--- src/rtl/ext_bus_ctrl.sv ---
// External multiplexed-address bus controller: latches the beat address byte by byte,
// then runs a wait-stated ROM/RAM access per beat, for requests of up to MAX_BYTES beats.
module ext_bus_ctrl #(
  parameter int                ADDR_W      = 16,
  parameter int                BUS_W       = 8,
  parameter int                MAX_BYTES   = 4,
  parameter int                WAIT_CYCLES = 2,
  parameter logic [ADDR_W-1:0] ROM_TOP     = 16'h8000,
  localparam int               L           = ADDR_W / BUS_W,
  localparam int               CNT_W       = $clog2(MAX_BYTES),
  localparam int               LIDX_W      = (L > 1) ? $clog2(L) : 1
) (
  input  logic                       clk,
  input  logic                       nrst,
  input  logic [ADDR_W-1:0]          address,
  input  logic                       read,
  input  logic                       write,
  input  logic [CNT_W-1:0]           byte_count,
  input  logic [MAX_BYTES*BUS_W-1:0] data_in,
  output logic [MAX_BYTES*BUS_W-1:0] data_out,
  output logic                       ready,
  output logic                       busy,
  output logic                       err,
  output logic [BUS_W-1:0]           bus_dout,
  output logic                       bus_oe,
  input  logic [BUS_W-1:0]           bus_din,
  output logic [L-1:0]               latch,
  output logic                       ram_ce,
  output logic                       ram_rd,
  output logic                       ram_wr,
  output logic                       rom_ce,
  output logic                       rom_rd,
  output logic [2:0]                 o_dbg_state
);

  typedef enum logic [2:0] {
    S_IDLE   = 3'd0,
    S_ASETUP = 3'd1,
    S_ALATCH = 3'd2,
    S_ACCESS = 3'd3,
    S_HOLD   = 3'd4,
    S_DONE   = 3'd5
  } state_t;

  state_t                     r_state;
  state_t                     w_next;
  logic [ADDR_W-1:0]          r_addr;
  logic [CNT_W-1:0]           r_cnt;
  logic [CNT_W-1:0]           r_beat;
  logic [LIDX_W-1:0]          r_lidx;
  logic [3:0]                 r_wait;
  logic [MAX_BYTES*BUS_W-1:0] r_wdata;
  logic [MAX_BYTES*BUS_W-1:0] r_rdata;
  logic                       r_is_rd;
  logic                       r_err;

  logic [ADDR_W-1:0]          w_baddr;
  logic                       w_rom;
  logic                       w_accept;
  logic                       w_lat_last;
  logic                       w_wait_last;
  logic                       w_beat_last;
  logic [BUS_W-1:0]           w_abyte;
  logic [BUS_W-1:0]           w_wbyte;
  logic [L-1:0]               w_lat_sel;

  // Beat address wraps naturally at 2^ADDR_W; region is decided per beat.
  assign w_baddr     = r_addr + ADDR_W'(r_beat);
  assign w_rom       = (w_baddr < ROM_TOP);
  assign w_accept    = (r_state == S_IDLE) && (read || write);
  assign w_lat_last  = (r_lidx == LIDX_W'(L - 1));
  assign w_wait_last = (r_wait == 4'(WAIT_CYCLES));
  assign w_beat_last = (r_beat == r_cnt);

  assign busy        = (r_state != S_IDLE);
  assign data_out    = r_rdata;
  assign o_dbg_state = r_state;

  always_comb begin
    w_abyte   = '0;
    w_lat_sel = '0;
    w_wbyte   = '0;
    for (int i = 0; i < L; i++) begin
      if (r_lidx == LIDX_W'(i)) begin
        w_abyte      = w_baddr[i*BUS_W +: BUS_W];
        w_lat_sel[i] = 1'b1;
      end
    end
    for (int k = 0; k < MAX_BYTES; k++) begin
      if (r_beat == CNT_W'(k)) w_wbyte = r_wdata[k*BUS_W +: BUS_W];
    end
  end

  always_ff @(posedge clk or negedge nrst) begin
    if (!nrst) r_state <= S_IDLE;
    else       r_state <= w_next;
  end

  always_comb begin
    w_next = r_state;
    case (r_state)
      S_IDLE:   if (read || write) w_next = S_ASETUP;
      S_ASETUP: w_next = S_ALATCH;
      S_ALATCH: w_next = w_lat_last ? S_ACCESS : S_ASETUP;
      S_ACCESS: if (w_wait_last) w_next = S_HOLD;
      S_HOLD:   w_next = w_beat_last ? S_DONE : S_ASETUP;
      S_DONE:   w_next = S_IDLE;
      default:  w_next = S_IDLE;
    endcase
  end

  // Strobes decode straight from state so an async reset clears them at once.
  always_comb begin
    latch    = '0;
    bus_oe   = 1'b0;
    bus_dout = '0;
    ram_ce   = 1'b0;
    ram_rd   = 1'b0;
    ram_wr   = 1'b0;
    rom_ce   = 1'b0;
    rom_rd   = 1'b0;
    ready    = 1'b0;
    err      = 1'b0;
    case (r_state)
      S_ASETUP: begin
        bus_oe   = 1'b1;
        bus_dout = w_abyte;
      end
      S_ALATCH: begin
        bus_oe   = 1'b1;
        bus_dout = w_abyte;
        latch    = w_lat_sel;
      end
      S_ACCESS: begin
        if (r_is_rd) begin
          ram_ce = !w_rom;
          ram_rd = !w_rom;
          rom_ce = w_rom;
          rom_rd = w_rom;
        end else begin
          // A write into ROM space keeps its timing but enables no device.
          bus_oe   = 1'b1;
          bus_dout = w_wbyte;
          ram_ce   = !w_rom;
          ram_wr   = !w_rom;
        end
      end
      S_DONE: begin
        ready = 1'b1;
        err   = r_err;
      end
      default: ;
    endcase
  end

  always_ff @(posedge clk or negedge nrst) begin
    if (!nrst) begin
      r_addr  <= '0;
      r_cnt   <= '0;
      r_beat  <= '0;
      r_lidx  <= '0;
      r_wait  <= '0;
      r_wdata <= '0;
      r_rdata <= '0;
      r_is_rd <= 1'b0;
      r_err   <= 1'b0;
    end else begin
      if (w_accept) begin
        r_addr  <= address;
        r_cnt   <= byte_count;
        r_wdata <= data_in;
        r_is_rd <= read;
        r_err   <= 1'b0;
        r_beat  <= '0;
        r_lidx  <= '0;
        r_wait  <= '0;
        if (read) begin
          for (int k = 0; k < MAX_BYTES; k++) begin
            if (CNT_W'(k) > byte_count) r_rdata[k*BUS_W +: BUS_W] <= '0;
          end
        end
      end
      if (r_state == S_ALATCH) r_lidx <= w_lat_last ? '0 : r_lidx + 1'b1;
      if (r_state == S_ACCESS) begin
        r_wait <= w_wait_last ? 4'd0 : r_wait + 4'd1;
        if (!r_is_rd && w_rom) r_err <= 1'b1;
        if (r_is_rd && w_wait_last) begin
          for (int k = 0; k < MAX_BYTES; k++) begin
            if (r_beat == CNT_W'(k)) r_rdata[k*BUS_W +: BUS_W] <= bus_din;
          end
        end
      end
      if (r_state == S_HOLD) r_beat <= r_beat + 1'b1;
    end
  end

endmodule

--- config.mk ---
export PLATFORM = sky130hd
export DESIGN_NAME = ext_bus_ctrl
export DESIGN_NICKNAME = d
export VERILOG_FILES = /design/src/rtl/ext_bus_ctrl.sv
export SDC_FILE = /design/constraint.sdc
export NUM_CORES = 1
export LEC_CHECK = 0
export CAP_MARGIN = 30
export CORE_MARGIN = 1
export CORE_UTILIZATION = 44
export CTS_CLUSTER_SIZE = 20
export DETAILED_ROUTE_END_ITERATION = 10
export PLACE_DENSITY = 0.85
export SKIP_CTS_REPAIR_TIMING = 1
export SLEW_MARGIN = 40
export SYNTH_ARGS = -nofsm -noshare
export SYNTH_HDL_FRONTEND = slang
export SYNTH_SLANG_ARGS = --single-unit
--- constraint.sdc ---
create_clock -name clk -period 2.2 [get_ports clk]
set_input_delay 0.33 -clock clk [delete_from_list [all_inputs] [get_ports clk]]
set_output_delay 0.33 -clock clk [all_outputs]
set_load 0.02 [all_outputs]
==> impl_metrics.py, run 1 <==
metrics = {
    "sta": {
        "setup_violations": 13,
        "tns_ns": -5.82,
        "timing.final.crit_share": 1.23,
        "rsz0062_at_grt": "yes",
        "hold_viol_final": 0,
        "slew_viol_final": 0,
        "max_freq_ghz": 0.370,
        "skew_ns": 0.00866,
        "setup_slack_ns": -0.501,
        "relSlewSlack": 0.645,
        "tightest_slew_ns": 0.532,
        "fin_crit_ns": 2.70,
    },
    "critical_path": {
        "arrival_ns": 2.37,
        "crit_family": "simple AND/OR/NAND/NOR gates",
        "cp.buffers_inverters": 1,
        "cp-start-kind": "flop",
        "path_cells": "ha_4 > a21oi_4 > or4_4 > nor2_4 > xnor2_4 > nor2b_4 > buf_4",
        "crit_fanout": 5,
        "end_kind": "primary output",
        "slowest_delay_ns": 0.51,
        "slowest_stage": "or4_4",
        "cp.required_ns": 1.87,
        "path_class": "flop to primary output",
    },
    "clocking": {
        "cts_num_sinks": 94,
        "cts_buffers": 9,
        "clk_latency_ns": 0.37,
        "cts-root-buf": "clkbuf_8",
        "clkTransAtPathRegs_ns": 0.10,
        "htree_levels": 3,
        "cts_tree": "yes",
        "clock_path_buffers": 2,
    },
    "grt": {
        "grt_start_max_net_pins": 52,
        "antenna_found_initial": 0,
        "track_usage": 0.249,
        "grt-ovfl-total": 0,
        "grt_pass1_vias": 4389,
        "grt_pass1_wl_um": 21400,
    },
    "synth": {
        "synthArstFlopShare": 1.00,
        "synth_cell_types": 50,
        "synth_xor_area_frac": 0.0305,
        "synth_ff_type": "dfrtp_1",
        "synth_edf_count": 0,
        "synthAdderAreaFrac": 0.0264,
        "synth_seq_area_share": 0.516,
        "synthMuxAreaShare": 0.0220,
        "avgSynthCellArea_um2": 9.06,
        "ys_warn_count": 0,
        "netlist_area_mm2": 0.00456,
        "synth_cells": 503,
        "ys_ff_latch": 94,
        "synth_compound_area_frac": 0.109,
        "synth_fp_nets": 574,
        "synth_top_family_by_area": "simple AND/OR/NAND/NOR gates",
        "yosys.area_share.simple": 0.263,
    },
    "cells_and_area": {
        "nFillCells": 753,
        "nets": 735,
        "fin_area_mm2": 0.00674,
        "layout.cells.non_filler": 802,
        "final_util": 0.680,
        "layout-drive-gt1-share": 0.215,
        "area_growth_pct": 48.0,
        "num_antenna_cells": 0,
    },
    "die": {
        "row_count": 36,
        "dieWidth_um": 104,
        "ios": 116,
        "start_util": 0.460,
        "die-area_mm2": 0.0108,
        "core_area_mm2": 0.00991,
        "die_height_um": 104,
    },
    "power": {
        "ir_worst_vdd_v": 0.000661,
        "power.leakage_nw": 3.26,
        "cellPowerDensity_mw_per_mm2": 1340,
    },
    "worst_hold_path": {
        "hold_path.class": "input pin to flop",
    },
    "routing": {
        "drt-pass1-iter-count": 4,
        "dr_total_vias": 4220,
        "routed_wl_um": 13100,
        "ant_nets": 0,
        "drt_iter0_drc": 159,
        "wl_per_cell_um": 16.3,
        "via_per_inst": 5.26,
        "route.detailed.drc": 0,
    },
    "job": {
        "cap_violations": 0,
    },
    "placed_design": {
        "placedInstanceArea_mm2": 0.00635,
        "gp_congestion": 0.874,
        "place_inst": 779,
        "dp_hpwl_um": 9540,
        "port_buffers": 115,
        "pre_cts_slack_ns": -0.549,
    },
    "run_status": {
        "status": "finished with violations",
        "violations": "negative setup slack",
    },
}
-- cell families (layout without fill, tap and decap cells) --
family	count (synthesis)	after routing
compound gates	69	69
buf+inv	37	203
xor+xnor	15	15
fa+ha+maj	9	9
mux	9	9
flops	94	94
simple gates	270	270
-- per-stage QoR --
stage | hold WS [ns] | total power [mW]
after floorplan | 0.0344 | 5.41
after global placement | 0.334 | 7.38
after detailed placement | 0.347 | 7.55
after CTS | -0.0606 | 8.79
after global routing | 0.475 | 9.68
final | 0.481 | 9.06
-- Yosys cell counts (2+ instances only) --
master	instances	area [um^2]
nand2_1	176	661
dfrtp_1	94	2350
clkbuf_1	22	82.6
a22o_1	18	158
nor2_1	18	67.6
nand3_1	17	85.1
nor3_1	16	80.1
a21oi_1	13	65.1
o21ai_0	13	65.1
nor2b_1	12	75.1
inv_1	9	33.8
a221oi_1	8	70.1
ha_1	8	100
xor2_1	8	70.1
mux2_2	6	67.6
xnor2_1	6	52.6
and2_1	5	31.3
nand2b_1	5	31.3
buf_2	4	20.0
nand4_1	4	25.0
o22ai_1	4	25.0
and3_1	2	12.5
mux2_1	2	22.5
nand3b_1	2	15.0
nor3b_1	2	15.0
nor4_1	2	12.5
o21a_1	2	15.0
o21ai_1	2	10.0
o32ai_1	2	17.5
-- flip-flops by register name (all words and copies together), names as in the netlist --
register	count
r_lidx	1
r_beat	2
o_dbg_state	3
r_cnt	2
r_wdata	32
data_out	32
r_err	1
r_addr	16
r_is_rd	1
r_wait	4
-- layer usage --
layer | track usage | share of wire
met5 | 0 | 0
met1 | 0.322 | 0.43
met3 | 0.0447 | 0.042
met4 | 0.0969 | 0.020
met2 | 0.415 | 0.50
-- final cells by class --
class                      instances  area [um^2]  area share
clock buffer                      10          128      0.0189
clock inverter                     6         76.3      0.0113
inverter                           9         33.8     0.00501
multi-input combinational        372         2300       0.341
sequential                        94         2350       0.349
tap                              133          166      0.0247
timing repair buffer             178         1690       0.250
-- worst paths after layout --
kind,endpoint,slack (ns),startpoint,cells past startpoint
worst max-delay path,rom_rd,-0.50,r_beat[1]$_DFFE_PN0P_,7
worst min-delay path,r_addr[8]$_DFFE_PN0N_,0.48,address[8],3
worst max register to register,data_out[14]$_DFF_PN0_,0.10,r_wait[0]$_DFFE_PN0P_,8
worst min register to register,r_wdata[25]$_DFFE_PN0N_,0.48,r_wdata[25]$_DFFE_PN0N_,2
max in group asynchronous,o_dbg_state[0]$_DFFE_PN0P_,1.05,nrst,3
min in group asynchronous,data_out[11]$_DFF_PN0_,0.49,nrst,2
-- power breakdown --
group / leakage, nW / total, mW / switching [mW] / internal (mW)
Clock: 0.104 / 1.21 / 0.662 / 0.549
Combinational: 1.96 / 4.97 / 2.66 / 2.31
Sequential: 1.20 / 2.87 / 0.496 / 2.38
Total: 3.26 / 9.06 / 3.82 / 5.24
-- placed cells by master, fill, tap and decap left out, types with 3 or more instances in the layout --
cell type and instances:
a21oi_1 9, a21oi_2 4, a221oi_1 3, a221oi_2 5
a22o_1 18, and2_1 4, buf_12 5, buf_4 61
buf_6 7, clkbuf_8 9, clkdlybuf4s50_1 95, dfrtp_1 92
dlymetal6s2s_1 6, ha_1 4, ha_4 3, inv_1 8
inv_6 3, mux2_2 6, nand2_1 176, nand2b_1 4
nand3_1 17, nand4_1 4, nor2_1 16, nor2b_1 10
nor3_1 11, nor3_2 5, o21ai_0 9, o21ai_1 4
o22ai_2 4, xnor2_1 6, xor2_1 8
-- tightest hold or removal path, delay by kind of cell --
kind | cells | cell delay [ns]
buf+inv | 1 | 0.40
simple gates | 2 | 0.10
Power figures use the tool's default switching activity.
==> inputs of run 2 (changes only) <==
--- a/config.mk
+++ b/config.mk
@@ -6,8 +6,10 @@
 export NUM_CORES = 1
 export LEC_CHECK = 0
 export CAP_MARGIN = 30
+export CELL_PAD_IN_SITES_DETAIL_PLACEMENT = 2
+export CELL_PAD_IN_SITES_GLOBAL_PLACEMENT = 2
 export CORE_MARGIN = 1
-export CORE_UTILIZATION = 44
+export CORE_UTILIZATION = 26
 export CTS_CLUSTER_SIZE = 20
 export DETAILED_ROUTE_END_ITERATION = 10
 export PLACE_DENSITY = 0.85
==> impl_metrics.py, run 2 (same netlist as run 1, synthesis figures left out) <==
metrics = {
    "critical_path": {
        "end_kind": "primary output",
        "cp.required_ns": 1.87,
        "arrival_ns": 2.45,
        "cp-start-kind": "flop",
        "worstRegToRegCells": 6,
        "path_class": "flop to primary output",
        "crit_fanout": 2,
    },
    "sta": {
        "fin_crit_ns": 2.78,
        "tightest_slew_ns": 0.526,
        "timing.final.crit_share": 1.26,
        "skew_ns": 0.0110,
        "hold_viol_final": 0,
        "setup_violations": 13,
        "rsz0062_at_grt": "yes",
        "setup_slack_ns": -0.582,
        "max_freq_ghz": 0.359,
        "slew_viol_final": 0,
        "relSlewSlack": 0.649,
        "fin_hold_ws_ns": 0.0177,
        "tns_ns": -6.25,
    },
    "routing": {
        "route.detailed.drc": 0,
        "dr_total_vias": 4432,
        "routed_wl_um": 18700,
        "ant_nets": 0,
        "wl_per_cell_um": 20.8,
        "via_per_inst": 4.93,
        "drt_iter0_drc": 224,
        "drt-pass1-iter-count": 4,
    },
    "run_status": {
        "status": "finished with violations",
        "violations": "negative setup slack",
    },
    "die": {
        "row_count": 48,
        "core_area_mm2": 0.0172,
        "dieWidth_um": 134,
        "start_util": 0.265,
        "ios": 116,
        "die_height_um": 134,
        "die-area_mm2": 0.0181,
    },
    "clocking": {
        "htree_levels": 3,
        "cts_buffers": 9,
        "cts_tree": "yes",
        "cts-root-buf": "clkbuf_16",
        "cts_num_sinks": 94,
        "clk_latency_ns": 0.36,
        "clock_path_buffers": 2,
        "clkTransAtPathRegs_ns": 0.07,
    },
    "cells_and_area": {
        "final_util": 0.410,
        "multi_input_area_mm2": 0.00234,
        "layout.cells.non_filler": 899,
        "nets": 739,
        "seq_area_mm2": 0.00236,
        "nFillCells": 1845,
        "mostFrequentLayoutCell": "nand2_1",
        "fin_area_mm2": 0.00704,
        "area_growth_pct": 54.5,
        "final_cell_mix": "nand2_1 (176), clkdlybuf4s50_1 (96), dfrtp_1 (90), buf_4 (63), a22o_1 (18)",
        "layout-drive-gt1-share": 0.235,
    },
    "worst_hold_path": {
        "hold_path.class": "input pin to async pin",
    },
    "placed_design": {
        "gp_congestion": 0.854,
        "dp_hpwl_um": 13100,
        "placedInstanceArea_mm2": 0.00648,
        "place_inst": 873,
        "port_buffers": 115,
        "pre_cts_slack_ns": -0.622,
    },
    "grt": {
        "grt_pass1_wl_um": 28000,
        "grt_pass1_vias": 4999,
        "track_usage": 0.206,
        "antenna_found_initial": 1,
        "grt_start_max_net_pins": 95,
        "grt-ovfl-total": 0,
    },
    "power": {
        "ir_worst_vdd_v": 0.000670,
        "p_total_mw": 10.1,
        "cellPowerDensity_mw_per_mm2": 1430,
        "power.leakage_nw": 3.30,
    },
    "job": {
        "cap_violations": 0,
    },
}
==> run 2: cell count changes in the layout (fill, tap and decap cells not counted), sizes merged <==
cell and change:
clkdlybuf4s50 +1, diode +1, dlymetal6s2s -1, dlygate4sd3 -1, clkbuf +1, clkinv +1, buf +6, inv -4
clkinvlp +1
==> run 2: final cells by class <==
class                   instances  area share
clock buffers                  12      0.0336
multi-input cells             372       0.333
flip-flops and latches         94       0.335
clock inverters                 4     0.00675
inverters                       9     0.00480
diodes                          1    0.000355
well taps                     225      0.0400
repair buffers                182       0.247
==> run 2: per-layer routing <==
metal,global-route usage,vias to the layer above,part of all wire
li1,-,2017,-
met1,0.239,2266,0.40
met2,0.363,112,0.52
met5,0,-,0
met3,0.0351,37,0.039
met4,0.107,0,0.034
==> run 2: worst max-delay path, cell delays in order (launching register included) <==
cell     delay (ns)
dfrtp_2        0.45
ha_4           0.29
a21oi_4        0.06
or4_4          0.50
buf_4          0.16
xnor2_1        0.12
mux2i_1        0.22
o22ai_2        0.13
buf_6          0.14
==> run 2: where the power goes <==
group | internal [mW] | switching, mW
clock network | 0.879 | 0.692
logic | 2.51 | 3.06
registers | 2.39 | 0.574
==> run 2: worst paths after layout <==
path                            slack (ns)                    start                 endpoint
max in group asynchronous             1.77                     nrst    r_beat[0]$_DFFE_PN0P_
worst max-delay path                 -0.58    r_addr[1]$_DFFE_PN0N_              bus_dout[3]
min in group clk                      0.48  r_wdata[26]$_DFFE_PN0N_  r_wdata[26]$_DFFE_PN0N_
worst min-delay path                  0.02                     nrst    data_out[5]$_DFF_PN0_
worst max register to register        0.04    r_wait[0]$_DFFE_PN0P_    data_out[3]$_DFF_PN0_
worst min register to register        0.48  r_wdata[26]$_DFFE_PN0N_  r_wdata[26]$_DFFE_PN0N_
